[config.mk]
export PLATFORM = sky130hd
export DESIGN_NAME = spi_slave
export DESIGN_NICKNAME = d
export VERILOG_FILES = /design/src/rtl/spi_slave.sv
export SDC_FILE = /design/constraint.sdc
export NUM_CORES = 1
export LEC_CHECK = 0
export ABC_AREA = 1
export CAP_MARGIN = 20
export CORE_AREA = 4 4 90 92
export CTS_CLUSTER_SIZE = 10
export DETAILED_ROUTE_END_ITERATION = 8
export DIE_AREA = 0 0 94 96
export SLEW_MARGIN = 10
export SYNTH_ARGS = -nofsm -noshare
export SYNTH_HDL_FRONTEND = slang
export SYNTH_SLANG_ARGS = --single-unit
[constraint.sdc]
create_clock -name clk -period 2 [get_ports clk]
set_clock_uncertainty 0.15 [all_clocks]
set_input_delay 0.2 -clock clk [delete_from_list [all_inputs] [get_ports clk]]
set_output_delay 0.2 -clock clk [all_outputs]
set_load 0.03 [all_outputs]
[src/rtl/spi_slave.sv]
// SPI mode-0 responder: oversamples cs_n/sclk/mosi on clk, deserialises words from mosi
// and shifts words from a one-entry valid/ready tx buffer out on miso, MSB first.
module spi_slave #(
  parameter int                WIDTH       = 8,
  parameter logic [WIDTH-1:0]  IDLE_WORD   = '0,
  parameter int                SYNC_STAGES = 2
) (
  input  logic             clk,
  input  logic             rst,
  input  logic             i_cs_n,
  input  logic             i_sclk,
  input  logic             i_mosi,
  output logic             o_miso,
  output logic             o_miso_oe,
  input  logic [WIDTH-1:0] i_tx_data,
  input  logic             i_tx_valid,
  output logic             o_tx_ready,
  output logic [WIDTH-1:0] o_rx_data,
  output logic             o_rx_valid,
  output logic             o_underrun,
  output logic             o_state
);

  localparam int CW = (WIDTH > 2) ? $clog2(WIDTH) : 1;

  typedef enum logic [0:0] {IDLE = 1'b0, SHIFT = 1'b1} state_t;

  state_t                 r_state, w_state_next;
  logic [SYNC_STAGES-1:0] r_cs_sync, r_sclk_sync, r_mosi_sync;
  logic                   r_cs_d, r_sclk_d;
  logic [CW-1:0]          r_cnt;
  logic [WIDTH-1:0]       r_rx_shift, r_tx_shift, r_buf, r_rx_data;
  logic                   r_buf_full, r_reload, r_und_pend;
  logic                   r_miso, r_miso_oe, r_rx_valid, r_underrun;

  logic                   w_cs, w_sclk, w_mosi;
  logic                   w_cs_fall, w_cs_rise, w_sclk_rise, w_sclk_fall;
  logic                   w_load, w_wr;
  logic [WIDTH-1:0]       w_next_word, w_rx_next;
  logic [CW-1:0]          w_bit_idx;

  always_ff @(posedge clk or posedge rst) begin
    if (rst) begin
      r_cs_sync   <= '1;
      r_sclk_sync <= '0;
      r_mosi_sync <= '0;
      r_cs_d      <= 1'b1;
      r_sclk_d    <= 1'b0;
    end else begin
      r_cs_sync   <= {r_cs_sync[SYNC_STAGES-2:0], i_cs_n};
      r_sclk_sync <= {r_sclk_sync[SYNC_STAGES-2:0], i_sclk};
      r_mosi_sync <= {r_mosi_sync[SYNC_STAGES-2:0], i_mosi};
      r_cs_d      <= w_cs;
      r_sclk_d    <= w_sclk;
    end
  end

  assign w_cs        = r_cs_sync[SYNC_STAGES-1];
  assign w_sclk      = r_sclk_sync[SYNC_STAGES-1];
  assign w_mosi      = r_mosi_sync[SYNC_STAGES-1];
  assign w_cs_fall   = r_cs_d & ~w_cs;
  assign w_cs_rise   = ~r_cs_d & w_cs;
  assign w_sclk_rise = ~r_sclk_d & w_sclk;
  assign w_sclk_fall = r_sclk_d & ~w_sclk;

  always_ff @(posedge clk or posedge rst) begin
    if (rst) r_state <= IDLE;
    else     r_state <= w_state_next;
  end

  always_comb begin
    w_state_next = r_state;
    case (r_state)
      IDLE:    if (w_cs_fall) w_state_next = SHIFT;
      SHIFT:   if (w_cs_rise) w_state_next = IDLE;
      default: w_state_next = IDLE;
    endcase
  end

  // A word is loaded at select, and after each completed word on the following sclk fall.
  assign w_load      = ((r_state == IDLE) && w_cs_fall) ||
                       ((r_state == SHIFT) && !w_cs_rise && w_sclk_fall && r_reload);
  assign w_wr        = i_tx_valid & ~r_buf_full;
  assign w_next_word = r_buf_full ? r_buf : IDLE_WORD;
  assign w_rx_next   = {r_rx_shift[WIDTH-2:0], w_mosi};
  assign w_bit_idx   = CW'(WIDTH - 1) - r_cnt;

  always_ff @(posedge clk or posedge rst) begin
    if (rst) begin
      r_buf      <= '0;
      r_buf_full <= 1'b0;
    end else if (w_wr) begin
      r_buf      <= i_tx_data;
      r_buf_full <= 1'b1;
    end else if (w_load) begin
      r_buf_full <= 1'b0;
    end
  end

  always_ff @(posedge clk or posedge rst) begin
    if (rst) begin
      r_cnt      <= '0;
      r_rx_shift <= '0;
      r_tx_shift <= '0;
      r_rx_data  <= '0;
      r_rx_valid <= 1'b0;
      r_underrun <= 1'b0;
      r_miso     <= 1'b0;
      r_miso_oe  <= 1'b0;
      r_reload   <= 1'b0;
      r_und_pend <= 1'b0;
    end else begin
      r_rx_valid <= 1'b0;
      r_underrun <= 1'b0;
      if ((r_state == IDLE) && w_cs_fall) begin
        r_tx_shift <= w_next_word;
        r_miso     <= w_next_word[WIDTH-1];
        r_miso_oe  <= 1'b1;
        r_underrun <= ~r_buf_full;
        r_reload   <= 1'b0;
        r_und_pend <= 1'b0;
        r_cnt      <= '0;
        if (w_sclk_rise) begin
          r_rx_shift <= w_rx_next;
          r_cnt      <= CW'(1);
        end
      end else if (r_state == SHIFT) begin
        if (w_cs_rise) begin
          r_miso_oe  <= 1'b0;
          r_miso     <= 1'b0;
          r_cnt      <= '0;
          r_reload   <= 1'b0;
          r_und_pend <= 1'b0;
        end else if (w_sclk_rise) begin
          r_rx_shift <= w_rx_next;
          // An empty-buffer reload only counts as underrun once the master clocks that word.
          if (r_und_pend) begin
            r_underrun <= 1'b1;
            r_und_pend <= 1'b0;
          end
          if (r_cnt == CW'(WIDTH - 1)) begin
            r_rx_data  <= w_rx_next;
            r_rx_valid <= 1'b1;
            r_cnt      <= '0;
            r_reload   <= 1'b1;
          end else begin
            r_cnt <= r_cnt + 1'b1;
          end
        end else if (w_sclk_fall) begin
          if (r_reload) begin
            r_tx_shift <= w_next_word;
            r_miso     <= w_next_word[WIDTH-1];
            r_reload   <= 1'b0;
            r_und_pend <= ~r_buf_full;
          end else begin
            r_miso <= r_tx_shift[w_bit_idx];
          end
        end
      end
    end
  end

  assign o_miso     = r_miso;
  assign o_miso_oe  = r_miso_oe;
  assign o_tx_ready = ~r_buf_full;
  assign o_rx_data  = r_rx_data;
  assign o_rx_valid = r_rx_valid;
  assign o_underrun = r_underrun;
  assign o_state    = r_state;

endmodule

==> flow_summary.yaml, run 1 <==
drt:
  vias: 1425
  totalWireLength_mm: 3.66
  avgRoutedWirePerCell_um: 10.7
  vias_per_cell: 4.18
  drt_first_iter_violations: 50
  final_antenna_net_count: 0
  drc: 0
  first_pass_iters: 2
worst_setup_path:
  crit_fanout: 4
  crit_buf_inv: 1
  crit_slowest_cell: "clkdlybuf4s50_1"
  rrSetupSlack_ps: 380
  crit_type: "reg2out"
  crit_chain: "clkdlybuf4s50_1"
  max_stage_delay_ps: 720
  r2r_cells: 7
  timing.rr.end: "o_rx_data[5]$_DFFE_PP0P_"
  cp_data_arrival_time_ps: 1470
  regToRegStartpoint: "r_cs_d$_DFF_PP1_"
  end_kind: "output port"
  crit_family: "buffers and inverters"
  cp-start-kind: "flop"
  worstPathRequired_ps: 1650
logic_synthesis:
  ys_ff_latch: 50
  syn-num-nets: 225
  synth_cell_types: 25
  synthAdderAreaFrac_pct: 1.18
  yosysWarnings: 0
  muxShareOfSynthArea_pct: 4.24
  synth-simple-area-share_pct: 17.5
  ys_seq_area_share_pct: 59.1
  synth-xor-area-share_pct: 0
  synth_top_family_by_area: "simple AND/OR/NAND/NOR gates"
  syn_area_per_cell_sq_um: 10.2
  synth_compound_area_share_pct: 10.3
  netlist_instances: 209
  netlist_area_sq_um: 2120
clocking:
  cts-htree-levels: 2
  clkTransAtPathRegs_ps: 90
  root_buffer: "clkbuf_8"
  cts_buffer_depth: 2
  tritoncts: "built"
  cts_setup_buffers: 0
  ctsHoldBuffers: 0
  post_cts_resized: 0
  cts_buffers: 5
  clkLatencyLatePin_ps: 300
  clock_sinks: 50
global_routing:
  grt_pass1_vias: 1493
  antenna_found_initial: 0
  grt_pass1_wl_mm: 6.84
  grt_max_degree: 27
  grt.overflow.total: 0
  grt_use_total_pct: 9.53
power:
  net-switching-power_mw: 1.04
  switching_share_pct: 34.6
  p_per_area_nw_per_um2: 1150
  total_leakage_power_nw: 1.19
  p_seq_share_pct: 50.2
  total_power_mw: 3.00
  internal-power_mw: 1.96
  pwr-share-clk_pct: 18.6
  peakVddDrop_mv: 0.403
  power_frac_comb_pct: 31.2
placement:
  gp_congestion: 0.776
  place_ws_ps: 369
  dpl_cell_area_sq_um: 2510
  hpwlAfterDp_mm: 2.75
  portBuffers: 27
cells_and_area:
  area_growth_pct: 22.2
  finalInstanceArea_sq_um: 2590
  num-fill-cells: 749
  diodes: 0
  final_cell_mix: "47 x dfrtp_1, 40 x nand2_1, 30 x inv_1"
  final_common_cell: "dfrtp_1"
  nets: 257
  drive_above_1_share_pct: 17.4
floorplan:
  rows: 31
  die_height_um: 96
  start_util_pct: 29.4
  die_w_um: 94
  core-area_sq_um: 7210
  die_area_sq_um: 9020
  io_pins: 28
timing:
  worstMarginPinSlew_ps: 524
  slew-limit-headroom_pct: 65.0
  hold_viol: 0
  rsz0062_at_grt: "false"
  finalSetupTns_ps: 0
  final.min_clock_period_ps: 1820
  setup_viol: 0
  worst_slack_ps: 178
  period_share_pct: 91.1
  finalMaxSlewViolations: 0
  clock.fmax_mhz: 549
  hold_ws_ps: 102
run:
  max_cap_violations: 0
hold_path:
  hp-class: "in2async"
status:
  outcome: "complete, no violations"
[area by class of cell]
class | count | area (sq um) | area share, %
flip-flops and latches | 50 | 1250 | 48.4
repair buffers | 29 | 298 | 11.5
well taps | 99 | 124 | 4.77
multi-input cells | 120 | 704 | 27.1
inverters | 35 | 131 | 5.06
clock buffers | 6 | 72.6 | 2.80
clock inverters | 2 | 10.0 | 0.386
[worst max-delay path by stage]
stage / startpoint / endpoint / slack [ps] / cells after the start
final: o_state$_DFF_PP0_ / o_state / 180 / 1
after global routing: o_state$_DFF_PP0_ / o_state / 90 / 1
after CTS: o_state$_DFF_PP0_ / o_state / 140 / 1
after detailed placement: r_cs_d$_DFF_PP1_ / o_rx_data[3]$_DFFE_PP0P_ / 370 / 7
after global placement: r_cs_d$_DFF_PP1_ / o_rx_data[7]$_DFFE_PP0P_ / 420 / 7
after floorplan: o_state$_DFF_PP0_ / r_buf_full$_DFFE_PP0P_ / 420 / 6
[logic make-up (layout without fill, tap and decap cells)]
group / Yosys count / count (layout)
mux: 8 / 8
flops: 50 / 50
fa+ha+maj: 2 / 2
compound gates: 35 / 35
buf+inv: 39 / 72
simple gates: 75 / 75
[power groups by stage]
stage | sequential [mW] | clock (mW) | combinational, mW
after floorplan | 1.56 | 0 | 0.627
after global placement | 1.52 | 0 | 0.936
after detailed placement | 1.53 | 0 | 0.952
after CTS | 1.51 | 0.584 | 0.957
after global routing | 1.56 | 0.626 | 1.09
final | 1.50 | 0.556 | 0.935
[state kept, by name, indices dropped and copies added (netlist names), 2 cells and up]
register,cells
r_buf,8
r_cs_sync,2
r_cnt,3
r_tx_shift,8
r_sclk_sync,2
r_mosi_sync,2
r_rx_shift,7
o_rx_data,8
[metrics by stage]
step | cells | utilization [%]
finish | 341 | 36.0
global route | 341 | 36.0
CTS | 341 | 36.0
detailed placement | 333 | 34.8
global placement | 333 | 34.8
floorplan | 209 | -
[per-layer routing]
metal	global-route usage (%)	share of wire, %
met4	3.13	0.79
met3	3.28	5.3
met5	0	0
met1	12.4	47
met2	15.0	47
[cell usage after synthesis, drive strengths merged]
master	count	share of area, %
dfrtp	47	55
nor2	7	1.7
a21oi	4	0.94
o22ai	1	0.29
mux2	8	4.2
nand4	1	1.0
nor3	1	0.24
nand3	21	5.5
ha	2	1.2
dfstp	3	3.7
o21ai	30	9.0
buf	4	1.5
clkinv	1	0.18
nand2	45	9.0
inv	34	6.0
Note: power is estimated with default switching activity, not from simulation.
==> run 2: changes to the inputs <==
Settings changed: CORE_AREA 4 4 90 92 to 4 4 74 76, CTS_CLUSTER_DIAMETER from default to 200, DIE_AREA 0 0 94 96 to 0 0 78 80, GPL_TIMING_DRIVEN from default to 0, PLACE_DENSITY from default to 0.66.
==> run 2 against run 1 <==
- via count is 3.0% higher
- fmax is 1.1% higher
- cell count is 8.2% lower
- global-route usage is 4.6 points higher
- flip-flop and latch count stayed put
- critical path depth stayed put
- die area is 31% lower
- sequential power hardly changed
- wire length is 4.9% higher
- critical endpoint unchanged
- largest cell class unchanged
- highest routed layer unchanged
==> flow_summary.yaml, run 2 (synthesis gave the netlist of run 1 again) <==
status:
  outcome: "complete, no violations"
worst_setup_path:
  crit_buf_inv: 1
  cp_data_arrival_time_ps: 1450
  worstPathRequired_ps: 1650
  max_stage_delay_ps: 710
  cp-start-kind: "flop"
  crit_type: "reg2out"
  crit_slowest_cell: "clkdlybuf4s50_1"
  end_kind: "output port"
  crit_fanout: 4
  crit_chain: "clkdlybuf4s50_1"
  crit_family: "buffers and inverters"
power:
  p_seq_share_pct: 49.3
  internal-power_mw: 2.00
  p_per_area_nw_per_um2: 1170
  power_frac_comb_pct: 31.1
  net-switching-power_mw: 1.05
  peakVddDrop_mv: 0.510
  pwr-share-clk_pct: 19.6
  total_leakage_power_nw: 1.21
  switching_share_pct: 34.5
timing:
  period_share_pct: 90.1
  setup_viol: 0
  slew-limit-headroom_pct: 75.3
  clock.fmax_mhz: 555
  finalMaxSlewViolations: 0
  final.min_clock_period_ps: 1800
  hold_viol: 0
  rsz0062_at_grt: "false"
  hold_ws_ps: 152
  finalSetupTns_ps: 0
  worstMarginPinSlew_ps: 369
clocking:
  clkLatencyLatePin_ps: 290
  cts_setup_buffers: 0
  clkTransAtPathRegs_ps: 90
  cts-htree-levels: 2
  cts_buffers: 5
  tritoncts: "built"
  clock_sinks: 50
  cts_buffer_depth: 2
  root_buffer: "clkbuf_8"
cells_and_area:
  final_common_cell: "dfrtp_1"
  nets: 261
  drive_above_1_share_pct: 18.3
  final_cell_mix: "47 x dfrtp_1, 40 x nand2_1, 30 x inv_1"
  diodes: 0
  area_growth_pct: 22.4
floorplan:
  rows: 25
  die_area_sq_um: 6240
  core-area_sq_um: 4720
  die_height_um: 80
  die_w_um: 78
  start_util_pct: 45.0
  io_pins: 28
drt:
  vias: 1468
  drc: 0
  totalWireLength_mm: 3.83
  first_pass_iters: 4
  avgRoutedWirePerCell_um: 12.2
  drt_first_iter_violations: 57
  vias_per_cell: 4.69
  final_antenna_net_count: 0
placement:
  hpwlAfterDp_mm: 2.77
  portBuffers: 27
  gp_congestion: 0.796
global_routing:
  grt_max_degree: 40
  grt_use_total_pct: 14.2
  grt_pass1_vias: 1534
  grt_pass1_wl_mm: 6.91
  grt.overflow.total: 0
  antenna_found_initial: 0
hold_path:
  hp-class: "in2reg"
run:
  max_cap_violations: 0
run 2: final timing paths:
path,startpoint,to,slack (ps),depth (start not counted)
setup reg to reg,r_cs_d$_DFF_PP1_,o_rx_data[0]$_DFFE_PP0P_,350,8
hold / removal,i_cs_n,r_cs_sync[0]$_DFF_PP1_,150,1
hold reg to reg,r_sclk_sync[0]$_DFF_PP0_,r_sclk_sync[1]$_DFF_PP0_,210,0
min in group asynchronous,rst,r_mosi_sync[0]$_DFF_PP0_,550,3
max in group asynchronous,rst,r_cs_sync[1]$_DFF_PP1_,610,4
setup / recovery,o_state$_DFF_PP0_,o_state,200,1
run 2: final cells by class:
type / instances / area, sq um
Sequential cell: 50 / 1250
Tap cell: 67 / 83.8
Inverter: 35 / 131
Fill cell: 450 / 2120
Timing Repair Buffer: 29 / 300
Buffer: 4 / 32.5
Multi-Input combinational cell: 120 / 704
Clock inverter: 1 / 5.00
Clock buffer: 7 / 86.3
run 2: repair_timing:
action / CTS / global route
endpoints found under the setup margin: 0 / 0
hold buffers: 1 / 0
resized for setup: 0 / 0
hold endpoints to repair: 11 / 0
run 2: routing by layer:
layer  vias up  global-route usage, %  share of wire [%]
met5         -                      0                  0
met4         0                   5.94                1.0
met3         2                   4.06                3.1
met2        26                   22.8                 49
met1       700                   17.9                 47
li1        740                      -                  -
run 2: through the flow:
step / util, % / total power [mW] / instance area [sq um] / cells / setup slack [ps]
2_1_floorplan: - / 2.18 / 2120 / 209 / 423
6_report: 55.0 / 3.05 / 2600 / 313 / 198
5_1_grt: 55.0 / 3.31 / 2600 / 313 / 120
3_5_place_dp: 52.9 / 2.48 / 2500 / 304 / 331
3_3_place_gp: 52.5 / 2.44 / 2480 / 303 / -516
4_1_cts: 55.0 / 3.09 / 2600 / 313 / 179
run 2: power groups by stage:
stage               combinational, mW  clock [mW]  sequential (mW)
floorplan                       0.627           0             1.56
global placement                0.925           0             1.52
detailed placement              0.948           0             1.53
CTS                             0.966       0.616             1.51
global route                     1.09       0.670             1.55
finish                          0.949       0.597             1.51
